===== config.mk =====
export PLATFORM = sky130hd
export DESIGN_NAME = uart_rx
export DESIGN_NICKNAME = d
export VERILOG_FILES = /design/src/rtl/uart_rx.sv
export SDC_FILE = /design/constraint.sdc
export NUM_CORES = 1
export LEC_CHECK = 0
export ABC_CLOCK_PERIOD_IN_PS = 5500
export BUFFER_PORTS_ARGS = -buffer_cell sky130_fd_sc_hd__buf_2
export CORE_ASPECT_RATIO = 0.5
export CORE_MARGIN = 3
export CORE_UTILIZATION = 60
export DETAILED_ROUTE_END_ITERATION = 7
export PLACE_DENSITY = 0.88
export REMOVE_ABC_BUFFERS = 1
export SLEW_MARGIN = 0
export SYNTH_ARGS = -nofsm -noshare
export SYNTH_HDL_FRONTEND = slang
export SYNTH_SLANG_ARGS = --single-unit
export TNS_END_PERCENT = 100

===== constraint.sdc =====
create_clock -name clk -period 5.5 [get_ports clk]
set_input_delay 0.55 -clock clk [delete_from_list [all_inputs] [get_ports clk]]
set_output_delay 0.55 -clock clk [all_outputs]
set_load 0.1 [all_outputs]

===== src/rtl/uart_rx.sv =====
// uart_rx -- UART receiver, 8N1 by default (8E1 when UART_RX_PARITY_EN is defined).
//
// Oversamples the asynchronous serial line with the system clock, recovers
// one byte per frame and holds it in a valid/ready register for the core.
//
// Optional feature macro: UART_RX_PARITY_EN
//   defined   : frame is start + 8 data + even parity + stop; adds parity_err output
//   undefined : frame is start + 8 data + stop; parity_err port absent
//
// Parameters
//   CLK_FREQ   system clock frequency in Hz
//   BAUD       line rate in bit/s (CLK_FREQ/BAUD must be at least 4)
// Ports
//   clk        system clock, rising edge
//   rst        asynchronous reset, active low
//   rx_data    serial line, idle high, asynchronous to clk
//   data_o     received byte (LSB first on the line)
//   valid_o    data_o holds an unread byte
//   ready_i    consumer takes the byte when valid_o & ready_i
//   frame_err  one-cycle pulse: stop bit sampled low, byte dropped
//   overrun    sticky: a byte was overwritten before being read; cleared on accept
//   busy       receiver not idle
//   parity_err one-cycle pulse with the commit of a byte whose parity is wrong
//              (only with UART_RX_PARITY_EN)
module uart_rx #(
  parameter int CLK_FREQ = 100_000_000,
  parameter int BAUD     = 115200
) (
  input  logic       clk,
  input  logic       rst,
  input  logic       rx_data,
  output logic [7:0] data_o,
  output logic       valid_o,
  input  logic       ready_i,
  output logic       frame_err,
  output logic       overrun,
  output logic       busy
`ifdef UART_RX_PARITY_EN
  ,
  output logic       parity_err
`endif
);

  localparam int CLKS_PER_BIT = CLK_FREQ / BAUD;
  localparam int CW           = $clog2(CLKS_PER_BIT);
  localparam logic [CW-1:0] CNT_LAST = CW'(CLKS_PER_BIT - 1);
  localparam logic [CW-1:0] CNT_MID  = CW'(CLKS_PER_BIT / 2 - 1);

  localparam logic [2:0] S_IDLE      = 3'd0;
  localparam logic [2:0] S_START     = 3'd1;
  localparam logic [2:0] S_DATA      = 3'd2;
`ifdef UART_RX_PARITY_EN
  localparam logic [2:0] S_PARITY    = 3'd3;
`endif
  localparam logic [2:0] S_STOP      = 3'd4;
  localparam logic [2:0] S_WAIT_IDLE = 3'd5;

  logic          sync1_q, sync2_q;
  logic [2:0]    state_q, state_d;
  logic [CW-1:0] cnt_q, cnt_d;
  logic [2:0]    bit_idx_q, bit_idx_d;
  logic [7:0]    shift_q, shift_d;
  logic [7:0]    data_q;
  logic          valid_q, ferr_q, ovr_q;
  logic          commit, ferr_d, accept;
`ifdef UART_RX_PARITY_EN
  logic          par_bit_q, par_bit_d;
  logic          perr_q;
`endif

  // Everything below decides on the synchronized line value only.
  wire rx_s = sync2_q;

  always_comb begin
    state_d   = state_q;
    cnt_d     = cnt_q;
    bit_idx_d = bit_idx_q;
    shift_d   = shift_q;
    commit    = 1'b0;
    ferr_d    = 1'b0;
`ifdef UART_RX_PARITY_EN
    par_bit_d = par_bit_q;
`endif
    case (state_q)
      S_IDLE: begin
        cnt_d = '0;
        if (!rx_s) state_d = S_START;
      end
      S_START: begin
        // Re-check the line at the middle of the start bit to reject glitches;
        // from here on every sample lands mid-bit.
        if (cnt_q == CNT_MID) begin
          cnt_d     = '0;
          bit_idx_d = '0;
          state_d   = rx_s ? S_IDLE : S_DATA;
        end else begin
          cnt_d = cnt_q + CW'(1);
        end
      end
      S_DATA: begin
        if (cnt_q == CNT_LAST) begin
          cnt_d              = '0;
          shift_d[bit_idx_q] = rx_s;
          if (bit_idx_q == 3'd7) begin
`ifdef UART_RX_PARITY_EN
            state_d = S_PARITY;
`else
            state_d = S_STOP;
`endif
          end else begin
            bit_idx_d = bit_idx_q + 3'd1;
          end
        end else begin
          cnt_d = cnt_q + CW'(1);
        end
      end
`ifdef UART_RX_PARITY_EN
      S_PARITY: begin
        if (cnt_q == CNT_LAST) begin
          cnt_d     = '0;
          par_bit_d = rx_s;
          state_d   = S_STOP;
        end else begin
          cnt_d = cnt_q + CW'(1);
        end
      end
`endif
      S_STOP: begin
        if (cnt_q == CNT_LAST) begin
          cnt_d = '0;
          if (rx_s) begin
            commit  = 1'b1;
            state_d = S_IDLE;
          end else begin
            // Low stop bit: drop the byte and wait out a break/stuck-low line.
            ferr_d  = 1'b1;
            state_d = S_WAIT_IDLE;
          end
        end else begin
          cnt_d = cnt_q + CW'(1);
        end
      end
      S_WAIT_IDLE: begin
        if (rx_s) state_d = S_IDLE;
      end
      default: state_d = S_IDLE;
    endcase
  end

  assign accept = valid_q & ready_i;

  always_ff @(posedge clk or negedge rst) begin
    if (!rst) begin
      sync1_q   <= 1'b1;
      sync2_q   <= 1'b1;
      state_q   <= S_IDLE;
      cnt_q     <= '0;
      bit_idx_q <= '0;
      shift_q   <= '0;
      data_q    <= '0;
      valid_q   <= 1'b0;
      ferr_q    <= 1'b0;
      ovr_q     <= 1'b0;
`ifdef UART_RX_PARITY_EN
      par_bit_q <= 1'b0;
      perr_q    <= 1'b0;
`endif
    end else begin
      sync1_q   <= rx_data;
      sync2_q   <= sync1_q;
      state_q   <= state_d;
      cnt_q     <= cnt_d;
      bit_idx_q <= bit_idx_d;
      shift_q   <= shift_d;
      ferr_q    <= ferr_d;
      if (commit) data_q <= shift_q;
      // A commit in the same cycle as an accept replaces the consumed byte
      // without flagging an overrun.
      valid_q   <= commit | (valid_q & ~accept);
      ovr_q     <= (ovr_q & ~accept) | (commit & valid_q & ~ready_i);
`ifdef UART_RX_PARITY_EN
      par_bit_q <= par_bit_d;
      // Even parity: the data bits plus parity bit must XOR to zero.
      perr_q    <= commit & ((^shift_q) ^ par_bit_q);
`endif
    end
  end

  assign data_o    = data_q;
  assign valid_o   = valid_q;
  assign frame_err = ferr_q;
  assign overrun   = ovr_q;
  assign busy      = (state_q != S_IDLE);
`ifdef UART_RX_PARITY_EN
  assign parity_err = perr_q;
`endif

endmodule


After elaboration in Yosys (flattened, before gate mapping)
Index checks and enable logic that the tools add are counted.
{ "classes": {"n_addsub": 2, "n_lt_le_gt_ge": 2, "eq_ne": 14, "n_mux": 25, "bitwise": 9, "reduce_logical": 9} }
{ "ops": {"columns": ["operator", "count"], "rows": [
  ["2-to-1 mux 3 bit", 10],
  ["one-hot mux 10 bit (3 select lines)", 1],
  ["2-to-1 mux 10 bit", 2],
  ["one-hot mux 3 bit (5 select lines)", 1],
  ["inequality test 2 bit, second input constant", 7],
  ["adder 10 x 1 -> 10 bit, second input constant", 1],
  ["equality test 10 bit, second input constant", 1],
  ["equality test 10 x 9 -> 1 bit, second input constant", 1],
  ["equality test 3 bit, second input constant", 3],
  ["bitwise mux 8 bit", 1],
  ["2-to-1 mux 1 bit", 7],
  ["one-hot mux 3 bit (2 select lines)", 1],
  ["AND reduction 6 bit", 1],
  ["nonzero test 3 bit", 2],
  ["bitwise AND 1 bit", 5],
  ["less-than comparator 3 x 4 -> 1 bit, second input constant", 1],
  ["AND reduction 4 bit", 1],
  ["adder 3 x 1 -> 3 bit, second input constant", 1],
  ["demux 1 bit (select 3 bit)", 1],
  ["equality test 3 x 1 -> 1 bit, second input constant", 1],
  ["equality test 3 x 2 -> 1 bit, second input constant", 1],
  [">= comparator 3 x 1 -> 1 bit, second input constant", 1],
  ["zero test 3 bit", 1],
  ["2-to-1 mux 2 bit", 1],
  ["6 further kinds", 8]
]} }
{ "word_totals": {"register_bits": 37, "inputBits": 4, "output_inout_bits": 12, "word_cells": 71} }

Logic depth before layout (Yosys ltp)
Gate-level depths: netlist of run 1.
{ "depth": {"depth_word": 6, "ltp_mapped": 7, "depth_no_buf": 6} }

Worst setup path before layout of run 1
No wires, ideal clock.
{ "synth_timing": {"path_type": "reg2reg", "start": "register state_q[2]", "end": "register bit_idx_q[0]", "setup_ps": 125, "arrival_time_ps": 1874, "setup_slack_ps": 3501, "stages_incl_launch_ff": 6, "n_path_buf": 1, "cell_sequence": "dfrtp_1 > buf_6 > or3b_1 > or4b_4 > a21boi_4 > mux2_4"} }
{ "synth_via": {"elab_chain_cells": 3, "word_cells_on_any_way": 8, "classes_between": "5 x eq/ne; 1 x mux; 2 x reduce/logical"} }
{ "synth_lines": {"columns": ["element", "line", "text"], "rows": [
  ["from (decl)", "59", "logic [2:0] state_q, state_d;"],
  ["from (signal assigned)", "171", "state_q <= state_d;"],
  ["equality test 3 x 2 -> 1 bit or equality test 3 x 1 -> 1 bit (tied branches)", "84", "case (state_q)"],
  ["inequality test 2 bit (no line) or nonzero test 2 bit (tied branches)", null, null],
  ["AND reduction 4 bit (no line)", null, null],
  ["to (signal assigned)", "173", "bit_idx_q <= bit_idx_d;"],
  ["to (decl)", "61", "logic [2:0] bit_idx_q, bit_idx_d;"]
]} }
Parallel ways exist; a longest one is shown, timed or not.
A chain may end at the register's enable or synchronous reset.

Worst setup path after layout of run 1
{ "layout_timing": {"start": "register cnt_q[3]", "end": "register state_q[2]"} }
{ "layout_via": {"elab_chain_cells": 3, "word_cells_on_any_way": 6, "classes_between": "5 x eq/ne; 1 x reduce/logical"} }
{ "layout_lines": {"columns": ["element", "line", "text"], "rows": [
  ["from (decl)", "60", "logic [CW-1:0] cnt_q, cnt_d;"],
  ["from (signal assigned)", "172", "cnt_q <= cnt_d;"],
  ["equality test 10 bit or equality test 10 x 9 -> 1 bit (tied branches)", "101, 129, 92", null],
  ["inequality test 2 bit (no line)", null, null],
  ["AND reduction 6 bit (no line) (*)", null, null]
]} }
Mark *: on every way between the ends. The rest lies on a longest branch, timed or not.

==> results of run 1 <==
-- synth_stat cells, types with 2 or more instances --
library cell	instances
o21a_1	2
mux2i_1	2
o21ai_0	7
o21bai_1	3
mux2_2	16
buf_2	2
and4_1	2
o31a_1	2
nand4_1	5
nor3b_1	3
inv_1	8
nand3_1	3
a21oi_1	2
dfstp_2	2
nor2_1	8
dfrtp_1	35
a22oi_1	3
clkbuf_1	3
nor4_1	6
a311oi_1	2
ha_1	4
nor2b_1	4
o22ai_1	4
nand2_1	17
-- final timing paths --
path | startpoint | to | slack, ns | cells after the start
setup / recovery | cnt_q[3] | state_q[2] | 3.15 | 4
hold / removal | rst | data_o[3] | 0.33 | 1
setup reg to reg | cnt_q[3] | state_q[2] | 3.15 | 4
hold reg to reg | sync1_q | rx_s | 0.36 | 0
max in group asynchronous | rst | cnt_q[1] | 4.67 | 1
min in group clk | rx_data | sync1_q | 0.35 | 1
-- logic make-up after synthesis --
logic type	count (synthesis)
AND/OR/NAND/NOR	60
multiplexers	19
adder cells (fa/ha/maj)	4
buffers and inverters	16
AO/OA/AOI/OAI	33
flip-flops	37
XOR/XNOR	1
-- registers in the layout, summed over array words and instances, names as in the netlist --
name       flops
cnt_q         10
data_o         8
shift_q        8
bit_idx_q      3
state_q        3
frame_err      1
overrun        1
rx_s           1
sync1_q        1
valid_o        1
-- worst max-delay path: stages, from the launching register on --
cell	delay, ns
dfrtp_1	0.46
nor3b_1	0.62
a31oi_1	0.51
o31a_1	0.41
a31o_2	0.22
-- stage by stage --
stage,area (um^2),total power (W)
floorplan,1819,0.0002856
global placement,1948,0.0002930
detailed placement,1948,0.0002935
CTS,2068,0.0005370
global route,2068,0.0005505
finish,2068,0.0005359
-- metal layers --
layer | share of wire [%] | global-route usage, % | wire length (um)
met2 | 48 | 36.55 | 1867
met4 | 1.5 | 7.571 | 57
met5 | 0 | 0 | 0
met1 | 45 | 28.09 | 1736
met3 | 5.0 | 5.054 | 192
-- cells in the final DEF, fill, tap and decap left out, types with 2 or more instances in the layout --
cell type  synthesis  final
buf_2              2     15
a21oi_1            2      2
o21ai_0            7      7
clkbuf_8           0      6
inv_1              8      8
dfrtp_1           35     35
nor3b_1            3      3
nand3_1            3      3
and4_1             2      2
mux2i_1            2      2
nand4_1            5      5
a22oi_1            3      3
o21a_1             2      2
dfstp_2            2      2
ha_1               4      4
nor2b_1            4      4
nor2_1             8      8
o22ai_1            4      4
o31a_1             2      2
nor4_1             6      6
a311oi_1           2      2
nand2_1           17     17
mux2_2            16     16
o21bai_1           3      3
-- layout make-up --
type,instances,area (um^2)
well taps,37,46.29
fillers,160,696.9
clock buffers,6,82.58
multi-input cells,117,860.8
repair buffers,16,82.58
clock inverters,2,37.54
inverters,8,30.03
flip-flops and latches,37,928.4
-- power by group --
| part | leakage [nW] | internal, W | switching (W) |
|---|---|---|---|
| registers | 0.494 | 0.000274 | 0.00000189 |
| logic | 0.446 | 0.00000171 | 0.0000102 |
| clock network | 0.0574 | 0.000147 | 0.000101 |
| total | 0.997 | 0.000423 | 0.000113 |
==> results.py, run 1 <==
metrics = {
    "outcome": {
        "status": "finished clean",
    },
    "clocking": {
        "clk_latency_ns": 0.29,
        "numCtsBuffers": 5,
        "cts_resized": 0,
        "cts_tree": "done",
        "h-tree-depth": 2,
        "clockBufferDepth": 2,
        "cts_setup_buffers": 0,
        "clock_tree.root_cell": "clkbuf_8",
        "cts.hold.buffers_added": 0,
        "path_clk_slew_ns": 0.08,
        "cts_sinks": 37,
    },
    "logic_synthesis": {
        "post-synth-top-area-fraction_pct": 47.01,
        "synth_fa_ha_area_share_pct": 2.686,
        "synthFlopType": "dfrtp_1",
        "synth_top_family_by_area": "simple AND/OR/NAND/NOR gates",
        "syn_area_per_cell_um2": 10.96,
        "async_flop_share_pct": 100.0,
        "synth_top_cell_by_area": "dfrtp_1",
        "syn_inst": 170,
        "seq_area_frac_synth_pct": 49.83,
        "synthMuxAreaShare_pct": 11.55,
        "yosys.area_share.simple_pct": 18.54,
        "synth.top_cells.by_area": "dfrtp_1, mux2_2, nand2_1",
        "synth_compound_area_share_pct": 12.96,
        "yosys.area_share.xor_xnor_pct": 0.4701,
        "ys_types": 49,
        "synth_warnings": 0,
        "ys_ff_latch": 37,
        "synth-edff-count": 0,
        "syn_area_um2": 1863,
    },
    "timing": {
        "totalNegativeSetupSlack_ns": 0,
        "grt_setup_unrepaired": "no",
        "slew_headroom_pct": 34.23,
        "period_share_pct": 42.69,
        "min_period_ns": 2.348,
        "tightest_slew_ns": 0.9819,
        "hold-worst-slack_ns": 0.3327,
        "drv_slew": 0,
        "fin_skew_ns": 0.01174,
        "clock.fmax_ghz": 0.4259,
        "finalWorstSetupSlack_ns": 3.152,
        "setup_violations": 0,
        "finalHoldViolCount": 0,
    },
    "final_layout": {
        "nNetsFinal": 193,
        "diodes": 0,
        "fin_cells": 223,
        "synthToLayoutAreaGrowth_pct": 11.01,
        "drive_gt1_share_pct": 25.27,
        "final_core_util_pct": 74.80,
    },
    "detailed_routing": {
        "via_per_inst": 6.372,
        "routed_wl_um": 3854,
        "drtIter0Drc": 76,
        "antenna_left": 0,
        "first_pass_iters": 4,
        "drc": 0,
        "wl_per_cell_um": 17.28,
        "vias": 1421,
    },
    "power_and_ir_drop": {
        "peakVddDrop_mv": 0.1520,
        "leakagePower_nw": 0.9972,
        "p_per_area_nw_per_um2": 259.1,
    },
    "worst_hold_path": {
        "hp-class": "input pin to async pin",
    },
    "die": {
        "fp.dieH_um": 45.40,
        "ios": 16,
        "die_x_um": 84.81,
        "dieArea_um2": 3850,
        "num_rows": 13,
        "start_util_pct": 67.38,
        "fp.coreArea_um2": 2765,
    },
    "place": {
        "dp.cells": 215,
        "dp_slack_ns": 3.255,
        "io_buffers": 15,
        "dp_hpwl_um": 2524,
        "routabilityCongestion": 0.8243,
    },
    "critical_path": {
        "crit_required_ns": 5.67,
        "crit_arrival_ns": 2.52,
        "crit_fanout": 13,
        "cp-end-kind": "flip-flop",
        "start_kind": "flip-flop",
        "criticalPathCategory": "flip-flop to flip-flop",
    },
    "grt": {
        "antenna_found_initial": 0,
        "track_usage_pct": 21.56,
        "grt_pass1_wl_um": 6265,
        "grt_pass1_vias": 1256,
        "grt.overflow.total": 0,
        "grt_start_max_net_pins": 38,
    },
    "run": {
        "drv_cap": 0,
    },
}
Note: power is estimated with default switching activity, not from simulation.
==> run 2: changes to the inputs <==
--- a/config.mk
+++ b/config.mk
@@ -5,13 +5,13 @@
 export SDC_FILE = /design/constraint.sdc
 export NUM_CORES = 1
 export LEC_CHECK = 0
-export ABC_CLOCK_PERIOD_IN_PS = 5500
+export ABC_CLOCK_PERIOD_IN_PS = 2300
 export BUFFER_PORTS_ARGS = -buffer_cell sky130_fd_sc_hd__buf_2
 export CORE_ASPECT_RATIO = 0.5
 export CORE_MARGIN = 3
-export CORE_UTILIZATION = 60
+export CORE_UTILIZATION = 58
 export DETAILED_ROUTE_END_ITERATION = 7
-export PLACE_DENSITY = 0.88
+export PLACE_DENSITY = 0.86
 export REMOVE_ABC_BUFFERS = 1
 export SLEW_MARGIN = 0
 export SYNTH_ARGS = -nofsm -noshare
==> constraint.sdc (replaced) <==
create_clock -name clk -period 2.3 [get_ports clk]
set_input_delay 0.23 -clock clk [delete_from_list [all_inputs] [get_ports clk]]
set_output_delay 0.23 -clock clk [all_outputs]
set_load 0.1 [all_outputs]
==> run 2 against run 1 <==
Non-clock buffer count is 5 higher. Flip-flop and latch count stayed put. Power is 140% higher. Critical endpoint is now shift_q[2].
==> results.py, run 2 (synthesized netlist as in run 1, its figures left out) <==
metrics = {
    "power_and_ir_drop": {
        "internal_power_w": 0.001011,
        "p_per_area_nw_per_um2": 604.7,
        "p_sw_w": 0.0002618,
        "power.total_w": 0.001273,
        "peakVddDrop_mv": 0.4537,
        "p_comb_share_pct": 2.3,
        "leakagePower_nw": 1.023,
        "clkPwrFrac_pct": 46.0,
        "p_sw_share_pct": 20.56,
        "p_seq_share_pct": 51.8,
    },
    "timing": {
        "drv_slew": 0,
        "period_share_pct": 91.90,
        "fin_skew_ns": 0.009383,
        "slew_headroom_pct": 46.64,
        "hold-worst-slack_ns": 0.02832,
        "setup_violations": 0,
        "grt_setup_unrepaired": "no",
        "clock.fmax_ghz": 0.4731,
        "finalHoldViolCount": 0,
        "tightest_slew_ns": 0.8005,
        "finalWorstSetupSlack_ns": 0.1864,
        "min_period_ns": 2.114,
    },
    "detailed_routing": {
        "vias": 1449,
        "routed_wl_um": 3933,
        "wl_per_cell_um": 17.25,
        "via_per_inst": 6.355,
        "antenna_left": 0,
        "first_pass_iters": 4,
        "drtIter0Drc": 95,
        "drc": 0,
    },
    "critical_path": {
        "criticalPathCategory": "flip-flop to flip-flop",
        "r2r_setup_slack_ns": 0.19,
        "crit_arrival_ns": 2.29,
        "critical_path_buf_inv_count": 0,
        "cp_slowest_cell": "dfrtp_1",
        "crit_required_ns": 2.47,
        "path_cells": "ha_1, and4bb_1, nand4_1, nor4_1, mux2_2",
        "r2r_cells": 5,
        "startpoint": "cnt_q[0]",
        "cp-end-kind": "flip-flop",
        "crit_fanout": 6,
        "slowest_delay_ns": 0.43,
        "crit_family": "simple AND/OR/NAND/NOR gates",
        "r2r-end": "shift_q[2]",
        "r2r-start": "cnt_q[0]",
        "start_kind": "flip-flop",
    },
    "die": {
        "ios": 16,
        "dieArea_um2": 3969,
        "die_x_um": 86.15,
        "fp.dieH_um": 46.08,
        "start_util_pct": 66.21,
        "fp.coreArea_um2": 2814,
        "num_rows": 13,
    },
    "grt": {
        "grt.overflow.total": 0,
        "grt_pass1_wl_um": 6527,
        "grt_pass1_vias": 1387,
        "track_usage_pct": 22.14,
        "antenna_found_initial": 0,
        "grt_start_max_net_pins": 38,
    },
    "final_layout": {
        "synthToLayoutAreaGrowth_pct": 13.03,
        "largest_reg_flops": 10,
        "nNetsFinal": 198,
        "fillers": 190,
        "drive_gt1_share_pct": 27.23,
        "regMostFlops": "cnt_q",
        "final_core_util_pct": 74.83,
        "multi_input_comb_area_um2": 860.8,
        "diodes": 0,
        "layout_commonest_cell": "dfrtp_1",
        "seqCellArea_um2": 928.4,
        "layout_common_cells": "dfrtp_1, nand2_1, mux2_2",
    },
    "place": {
        "dp_hpwl_um": 2608,
        "io_buffers": 15,
        "routabilityCongestion": 0.8973,
        "dp_slack_ns": 0.2501,
    },
    "clocking": {
        "cts_resized": 0,
        "cts_setup_buffers": 0,
        "clock_tree.root_cell": "clkbuf_8",
        "cts_tree": "done",
        "path_clk_slew_ns": 0.08,
        "clockBufferDepth": 2,
        "numCtsBuffers": 5,
        "cts.hold.buffers_added": 0,
        "clk_latency_ns": 0.29,
        "h-tree-depth": 2,
        "cts_sinks": 37,
    },
    "outcome": {
        "status": "finished clean",
    },
    "worst_hold_path": {
        "hp-class": "input pin to async pin",
    },
    "run": {
        "drv_cap": 0,
    },
}
==> run 2: changes by cell type in the layout (fill, tap and decap cells not counted), sizes merged <==
cell,previous run,this run
buf,16,21
==> run 2: area by class of cell <==
class	instances	share of cell area [%]
Sequential cell	37	44.09
Multi-Input combinational cell	117	40.88
Timing Repair Buffer	21	5.704
Clock buffer	6	3.922
Tap cell	37	2.198
Clock inverter	2	1.783
Inverter	8	1.426
==> run 2: power groups by stage <==
stage           logic [W]  registers, W  clock network (W)
3_5_place_dp    0.0000299      0.000672                  0
4_1_cts         0.0000299      0.000659           0.000591
5_1_grt         0.0000320      0.000660           0.000623
3_3_place_gp    0.0000293      0.000672                  0
6_report        0.0000287      0.000659           0.000585
2_1_floorplan  0.00000221      0.000681                  0
==> run 2: per-stage QoR <==
step | area (um^2) | std cells | setup TNS, ns
finish | 2106 | 228 | 0
global route | 2106 | 228 | 0
CTS | 2106 | 228 | 0
detailed placement | 1986 | 220 | 0
global placement | 1986 | 220 | 0
floorplan | 1819 | 162 | -0.04029
==> run 2: how the worst max path moves through the flow <==
stage,endpoint,slack [ns],depth (start not counted)
2_1_floorplan,cnt_q[9],-0.04,5
3_3_place_gp,bit_idx_q[0],0.30,4
3_5_place_dp,bit_idx_q[0],0.25,4
4_1_cts,shift_q[2],0.20,5
5_1_grt,shift_q[2],0.04,5
6_report,shift_q[2],0.19,5
==> run 2: per-layer routing <==
metal / track usage (%) / routed length, um / up-vias
met5: 0 / 0 / -
met2: 37.67 / 1930 / 54
li1: - / - / 668
met4: 5.994 / 74 / 0
met1: 28.39 / 1731 / 713
met3: 6.429 / 197 / 14
